### src/rtl/rob_pkg.sv
// Reorder buffer shared definitions: geometry, entry type codes, per-entry metadata.
package rob_pkg;
  localparam int ROB_BIT  = 3;
  localparam int ROB_SIZE = 1 << ROB_BIT;
  localparam int XLEN     = 32;

  typedef enum logic [1:0] {
    ROB_REG  = 2'b00,
    ROB_BR   = 2'b01,
    ROB_ST   = 2'b10,
    ROB_EXIT = 2'b11
  } rob_type_e;

  // Static per-entry info captured at allocation time.
  typedef struct packed {
    rob_type_e        typ;
    logic [4:0]       rd;
    logic             pred;
    logic [XLEN-1:0]  alt_pc;
  } rob_meta_t;

  // Stores and EXIT have nothing to wait for, so they are complete at issue.
  function automatic logic ready_at_issue(input rob_type_e t);
    return (t == ROB_ST) || (t == ROB_EXIT);
  endfunction
endpackage

### src/rtl/rob_fwd_mux.sv
// Operand lookup for one decoder query: stored result first, then same-cycle
// LSB broadcast, then same-cycle RS broadcast.
module rob_fwd_mux
  import rob_pkg::*;
(
  input  logic [ROB_BIT-1:0]             i_qry,
  input  logic [ROB_SIZE-1:0]            i_busy,
  input  logic [ROB_SIZE-1:0]            i_ready,
  input  logic [ROB_SIZE-1:0][XLEN-1:0]  i_value,
  input  logic                           i_rs_ready,
  input  logic [ROB_BIT-1:0]             i_rs_entry,
  input  logic [XLEN-1:0]                i_rs_value,
  input  logic                           i_lsb_ready,
  input  logic [ROB_BIT-1:0]             i_lsb_entry,
  input  logic [XLEN-1:0]                i_lsb_value,
  output logic                           o_ready,
  output logic [XLEN-1:0]                o_value
);
  // Priority select; broadcasts only count when they hit a live entry.
  always_comb begin
    o_ready = 1'b0;
    o_value = '0;
    if (i_ready[i_qry]) begin
      o_ready = 1'b1;
      o_value = i_value[i_qry];
    end else if (i_lsb_ready && i_lsb_entry == i_qry && i_busy[i_qry]) begin
      o_ready = 1'b1;
      o_value = i_lsb_value;
    end else if (i_rs_ready && i_rs_entry == i_qry && i_busy[i_qry]) begin
      o_ready = 1'b1;
      o_value = i_rs_value;
    end
  end
endmodule

### src/rtl/rob.sv
// Reorder buffer: circular tag allocator, result collector and in-order
// committer with branch-mispredict flush and EXIT halt.
module rob
  import rob_pkg::*;
(
  input  logic                clk_in,
  input  logic                rst_in,
  input  logic                rdy_in,
  input  logic                issue_signal,
  input  logic [1:0]          issue_type,
  input  logic [4:0]          issue_rd,
  input  logic                issue_pred_taken,
  input  logic [XLEN-1:0]     issue_alt_pc,
  output logic [ROB_BIT-1:0]  issue_entry,
  output logic                is_full,
  input  logic                rs_ready,
  input  logic [ROB_BIT-1:0]  rs_rob_entry,
  input  logic [XLEN-1:0]     rs_value,
  input  logic                lsb_ready,
  input  logic [ROB_BIT-1:0]  lsb_rob_entry,
  input  logic [XLEN-1:0]     lsb_value,
  input  logic [ROB_BIT-1:0]  qry1_entry,
  input  logic [ROB_BIT-1:0]  qry2_entry,
  output logic                qry1_ready,
  output logic                qry2_ready,
  output logic [XLEN-1:0]     qry1_value,
  output logic [XLEN-1:0]     qry2_value,
  output logic                commit_valid,
  output logic [4:0]          commit_rd,
  output logic [XLEN-1:0]     commit_value,
  output logic [ROB_BIT-1:0]  commit_entry,
  output logic                commit_store,
  output logic                rob_clear_up,
  output logic [XLEN-1:0]     clear_pc,
  output logic                halt_out
);
  localparam logic [ROB_BIT:0] FULL_CNT = (ROB_BIT+1)'(ROB_SIZE);

  logic [ROB_BIT-1:0]            r_head, r_tail;
  logic [ROB_BIT:0]              r_count;
  logic [ROB_SIZE-1:0]           r_busy, r_ready;
  logic [ROB_SIZE-1:0][XLEN-1:0] r_value;
  rob_meta_t                     r_meta [ROB_SIZE];

  logic      w_full, w_commit, w_flush, w_alloc;
  rob_meta_t w_hmeta;
  rob_type_e w_itype;

  assign w_full   = (r_count == FULL_CNT);
  assign w_hmeta  = r_meta[r_head];
  assign w_itype  = rob_type_e'(issue_type);
  // Once halted nothing else leaves the buffer until reset.
  assign w_commit = r_busy[r_head] && r_ready[r_head] && !halt_out;
  assign w_flush  = w_commit && (w_hmeta.typ == ROB_BR) &&
                    (r_value[r_head][0] != w_hmeta.pred);
  // An issue in the flushing cycle belongs to the wrong path.
  assign w_alloc  = issue_signal && !w_full && !w_flush;

  assign issue_entry = r_tail;
  assign is_full     = w_full;

  // Entry storage: writeback (LSB overrides RS), commit release, allocation, flush.
  always_ff @(posedge clk_in) begin
    if (rst_in) begin
      r_busy  <= '0;
      r_ready <= '0;
    end else if (rdy_in) begin
      for (int i = 0; i < ROB_SIZE; i++) begin
        if (rs_ready && rs_rob_entry == ROB_BIT'(i) && r_busy[i]) begin
          r_ready[i] <= 1'b1;
          r_value[i] <= rs_value;
        end
        if (lsb_ready && lsb_rob_entry == ROB_BIT'(i) && r_busy[i]) begin
          r_ready[i] <= 1'b1;
          r_value[i] <= lsb_value;
        end
      end
      if (w_commit) begin
        r_busy[r_head]  <= 1'b0;
        r_ready[r_head] <= 1'b0;
      end
      if (w_alloc) begin
        r_busy[r_tail]  <= 1'b1;
        r_ready[r_tail] <= ready_at_issue(w_itype);
        r_value[r_tail] <= '0;
        r_meta[r_tail]  <= '{typ: w_itype, rd: issue_rd,
                             pred: issue_pred_taken, alt_pc: issue_alt_pc};
      end
      if (w_flush) begin
        r_busy  <= '0;
        r_ready <= '0;
      end
    end
  end

  // Pointers, occupancy and registered commit / flush / halt outputs.
  always_ff @(posedge clk_in) begin
    if (rst_in) begin
      r_head       <= '0;
      r_tail       <= '0;
      r_count      <= '0;
      commit_valid <= 1'b0;
      commit_rd    <= '0;
      commit_value <= '0;
      commit_entry <= '0;
      commit_store <= 1'b0;
      rob_clear_up <= 1'b0;
      clear_pc     <= '0;
      halt_out     <= 1'b0;
    end else begin
      commit_valid <= 1'b0;
      commit_store <= 1'b0;
      rob_clear_up <= 1'b0;
      if (rdy_in) begin
        if (w_commit) begin
          commit_valid <= 1'b1;
          commit_rd    <= (w_hmeta.typ == ROB_REG) ? w_hmeta.rd : 5'd0;
          commit_value <= r_value[r_head];
          commit_entry <= r_head;
          commit_store <= (w_hmeta.typ == ROB_ST);
          if (w_hmeta.typ == ROB_EXIT) halt_out <= 1'b1;
        end
        if (w_flush) begin
          rob_clear_up <= 1'b1;
          clear_pc     <= w_hmeta.alt_pc;
          r_head       <= '0;
          r_tail       <= '0;
          r_count      <= '0;
        end else begin
          if (w_commit) r_head <= r_head + ROB_BIT'(1);
          if (w_alloc)  r_tail <= r_tail + ROB_BIT'(1);
          case ({w_alloc, w_commit})
            2'b10:   r_count <= r_count + 1'b1;
            2'b01:   r_count <= r_count - 1'b1;
            default: r_count <= r_count;
          endcase
        end
      end
    end
  end

  rob_fwd_mux u_fwd1 (
    .i_qry(qry1_entry), .i_busy(r_busy), .i_ready(r_ready), .i_value(r_value),
    .i_rs_ready(rs_ready), .i_rs_entry(rs_rob_entry), .i_rs_value(rs_value),
    .i_lsb_ready(lsb_ready), .i_lsb_entry(lsb_rob_entry), .i_lsb_value(lsb_value),
    .o_ready(qry1_ready), .o_value(qry1_value)
  );

  rob_fwd_mux u_fwd2 (
    .i_qry(qry2_entry), .i_busy(r_busy), .i_ready(r_ready), .i_value(r_value),
    .i_rs_ready(rs_ready), .i_rs_entry(rs_rob_entry), .i_rs_value(rs_value),
    .i_lsb_ready(lsb_ready), .i_lsb_entry(lsb_rob_entry), .i_lsb_value(lsb_value),
    .o_ready(qry2_ready), .o_value(qry2_value)
  );
endmodule

### config.mk
export PLATFORM = sky130hd
export DESIGN_NAME = rob
export DESIGN_NICKNAME = d
export VERILOG_FILES = /design/src/rtl/rob_pkg.sv /design/src/rtl/rob_fwd_mux.sv /design/src/rtl/rob.sv
export SDC_FILE = /design/constraint.sdc
export NUM_CORES = 2
export LEC_CHECK = 0
export CAP_MARGIN = 5
export CORE_ASPECT_RATIO = 0.6
export CORE_MARGIN = 8
export CORE_UTILIZATION = 40
export CTS_BUF_LIST = sky130_fd_sc_hd__clkbuf_4
export DETAILED_ROUTE_END_ITERATION = 7
export GPL_TIMING_DRIVEN = 0
export PLACE_DENSITY = 0.62
export SYNTH_ARGS = -nofsm -noshare
export SYNTH_HDL_FRONTEND = slang
export SYNTH_SLANG_ARGS = --single-unit
### constraint.sdc
create_clock -name clk_in -period 20.6 [get_ports clk_in]
set_input_delay 4.12 -clock clk_in [delete_from_list [all_inputs] [get_ports clk_in]]
set_output_delay 4.12 -clock clk_in [all_outputs]
set_load 0.02 [all_outputs]
==> flow_metrics.tcl <==
set metrics [dict create \
    outcome "finished with violations" \
    violations "capacitance limit, slew limit" \
    fin_nets 3367 \
    final_common_cell "edfxtp_1" \
    drc 0 \
    crit_type "primary input to output pin" \
    rows 86 \
    syn_area_um2 37300 \
    multi_input_area_um2 16400 \
    clk_path_buf_depth 3 \
    fin_setup_tns_ns 0 \
    hold_buffers 0 \
    ios 268 \
    initial_core_util_pct 40.5 \
    worst_pin_slew_ns 1.56 \
    crit_fanout 10 \
    layout_common_cells "edfxtp_1 (576), nor2_1 (399), mux2i_1 (310), clkbuf_4 (253), a211oi_1 (250)" \
    rr_worst_depth 8 \
    async_reset_ff_share_pct 0 \
    cp_slowest_cell "clkbuf_1" \
    cts_buffers 166 \
    finClkSkew_ns 0.0937 \
    yosysWarningCount 0 \
    layout_setup_ws_ns 7.77 \
    r2r_slack_ns 15.73 \
    finalCritPeriodShare_pct 62.3 \
    synthDistinctLibCells 58 \
    ys.flop_type "edfxtp_1" \
    place_hpwl_um 107000 \
    seqCellArea_um2 19400 \
    seq_power_share_pct 50.8 \
    grt_pass1_wl_um 219000 \
    p_sw_mw 0.802 \
    cpPeakStageDelay_ns 0.96 \
    dieArea_um2 104000 \
    fillers 8288 \
    postCtsSetupBuffers 0 \
    r2r_end "commit_value[7]" \
    io_buffers 191 \
    min-delay-start "commit_entry[2]" \
    grt-ovfl-total 0 \
    pwr_density_cell_nw_per_um2 70.1 \
    wl_per_cell_um 34.0 \
    htree_levels 4 \
    slew_violations 52 \
    hp-class "flip-flop to flip-flop" \
    hold_path_depth 2 \
    ys_seq_area_share_pct 52.1 \
    max_slew_margin_pct -3.87 \
    final_util_pct 47.4 \
    start_kind "primary input" \
    clock_latency_ns 1.16 \
    leakagePower_nw 15.4 \
    required_ns 16.48 \
    syn_inst 2843 \
    swShare_pct 26.3 \
    rsz0062_at_grt "false" \
    gp_congestion 0.986 \
    dp_slack_ns 8.20 \
    synth-seq-cells 681 \
    grt_max_degree 119 \
    critPathArrivalTime_ns 8.71 \
    cts_tree "done" \
    fp.dieH_um 252 \
    period_needed_ns 12.83 \
    pwr-share-clk_pct 40.8 \
    cts.sinks 681 \
    syn_avg_cell_area_um2 13.1 \
    wirelength_um 157000 \
    drt_first_pass_iters 7 \
    dieWidth_um 410 \
    whs_ns 0.456 \
    end_kind "output pin" \
    power_frac_comb_pct 8.4 \
    synth_fp_nets 2969 \
    path_cells "buf_2 -> mux4_2 -> inv_1 -> nand2_1 -> o21ai_1 -> clkbuf_1 -> a221oi_1 -> a211oi_1 -> clkdlybuf4s50_1" \
    syn_to_final_growth_pct 16.9 \
    final-setup-viol-count 0 \
    finalHoldViolCount 0 \
    drive_gt1_share_pct 20.8 \
    vias 31100 \
    drt_iter0_drc 5499 \
    maxCapViolCount 6 \
    p_int_mw 2.25 \
    synth_edf_count 576 \
    viasPerCell 6.73 \
    ant_nets 0 \
    ir_worst_vdd_mv 0.0513 \
    antenna_found_initial 11 \
    cts_resized 0 \
    fmaxAchievable_mhz 77.9 \
    whs_endpoint "commit_entry[2]" \
    track_usage_pct 29.0 \
    core_um2 92000 \
    clockRootBuffer "clkbuf_4" \
    worstReg2RegStart "r_head[0]" \
    critPathBufInv 4 \
    grt_pass1_vias 29500 \
    path_delay_family "buffers and inverters" \
    clk_pin_slew_ns 0.06 \
]
## area by class of cell
cell class                 instances  share of cell area (%)
timing repair buffer             230                    5.51
buffer                           339                    3.20
sequential                       681                    44.5
antenna                           13                  0.0747
multi-input combinational       1805                    37.7
clock buffer                     253                    4.36
inverter                          18                   0.172
tap                             1232                    3.54
clock inverter                    53                   0.873
## metrics by stage
step | instances | instance area [um2] | power, mW
floorplan | 2843 | 37300 | 1.73
global placement | 4266 | 40700 | 1.83
detailed placement | 4300 | 41200 | 1.83
CTS | 4606 | 43500 | 3.05
global route | 4616 | 43500 | 3.14
finish | 4624 | 43600 | 3.06
## kinds of logic after synthesis
group | count (synthesis) | synth area share [%]
muxes | 539 | 21.9
buffers and inverters | 357 | 3.92
adders and majority gates | 4 | 0.134
AOI/OAI and AO/OA | 659 | 14.7
xor gates and xnor gates | 17 | 0.420
and+or+nand+nor | 586 | 6.85
DFF | 681 | 52.1
## registers in the layout (all words and copies together), names as in the netlist, 3 cells and up, named ones only
register,flops
commit_entry,3
clear_pc,32
commit_value,32
commit_rd,5
issue_entry,3
r_busy,8
r_ready,8
r_meta,320
r_value,256
r_count,4
r_head,3
## worst max-delay path by stage
stage | startpoint | end | slack [ns] | cells past startpoint
3_3_place_gp | rdy_in | r_meta[4][4] | 4.60 | 4
3_5_place_dp | qry1_entry[0] | qry1_value[27] | 8.20 | 9
4_1_cts | qry1_entry[0] | qry1_value[27] | 8.20 | 9
5_1_grt | qry1_entry[0] | qry1_value[27] | 7.90 | 9
6_report | qry1_entry[0] | qry1_value[27] | 7.77 | 9
2_1_floorplan | rst_in | r_meta[0][0] | 9.29 | 5
## layer usage
metal	share of wire, %	track usage, %	vias to the layer above
met2	39	37.7	2814
met3	18	15.9	587
li1	-	-	12300
met4	4.8	12.7	14
met5	0.10	0.373	-
met1	39	39.2	15400
## power by group through the flow
stage	Sequential, mW	Combinational (mW)	Clock, mW
finish	1.55	0.256	1.25
CTS	1.55	0.247	1.26
global placement	1.59	0.242	0
floorplan	1.58	0.155	0
global route	1.55	0.265	1.32
detailed placement	1.58	0.246	0
## Yosys cell counts (all sizes together) (2+ instances only)
library cell | count | area [um2]
dfxtp | 105 | 2100
o22ai | 2 | 18.8
a22oi | 42 | 315
a211oi | 340 | 3000
mux4 | 220 | 4950
nor3b | 6 | 78.8
mux2 | 8 | 90.1
ha | 4 | 50.1
nand3b | 2 | 15.0
and3 | 2 | 12.5
nand4b | 3 | 26.3
a21oi | 39 | 195
inv | 17 | 63.8
clkbuf | 230 | 863
nor2b | 12 | 75.1
and2 | 15 | 93.8
or3 | 4 | 25.0
edfxtp | 576 | 17300
a311oi | 24 | 210
a221oi | 112 | 981
buf | 109 | 531
xnor2 | 15 | 139
nand2 | 42 | 158
nand3 | 17 | 85.1
xor2 | 2 | 17.5
o21ai | 27 | 146
o211ai | 5 | 37.5
nor3 | 62 | 315
nor2 | 405 | 1550
nor4 | 4 | 40.0
nand4 | 9 | 56.3
a22o | 49 | 429
mux2i | 311 | 3130
a31oi | 13 | 81.3
## worst min-delay path: stages, from the launching register on
cell and delay [ns]:
dfxtp_1 0.31, nand2_1 0.05, a21oi_1 0.05
Power figures use the tool's default switching activity.
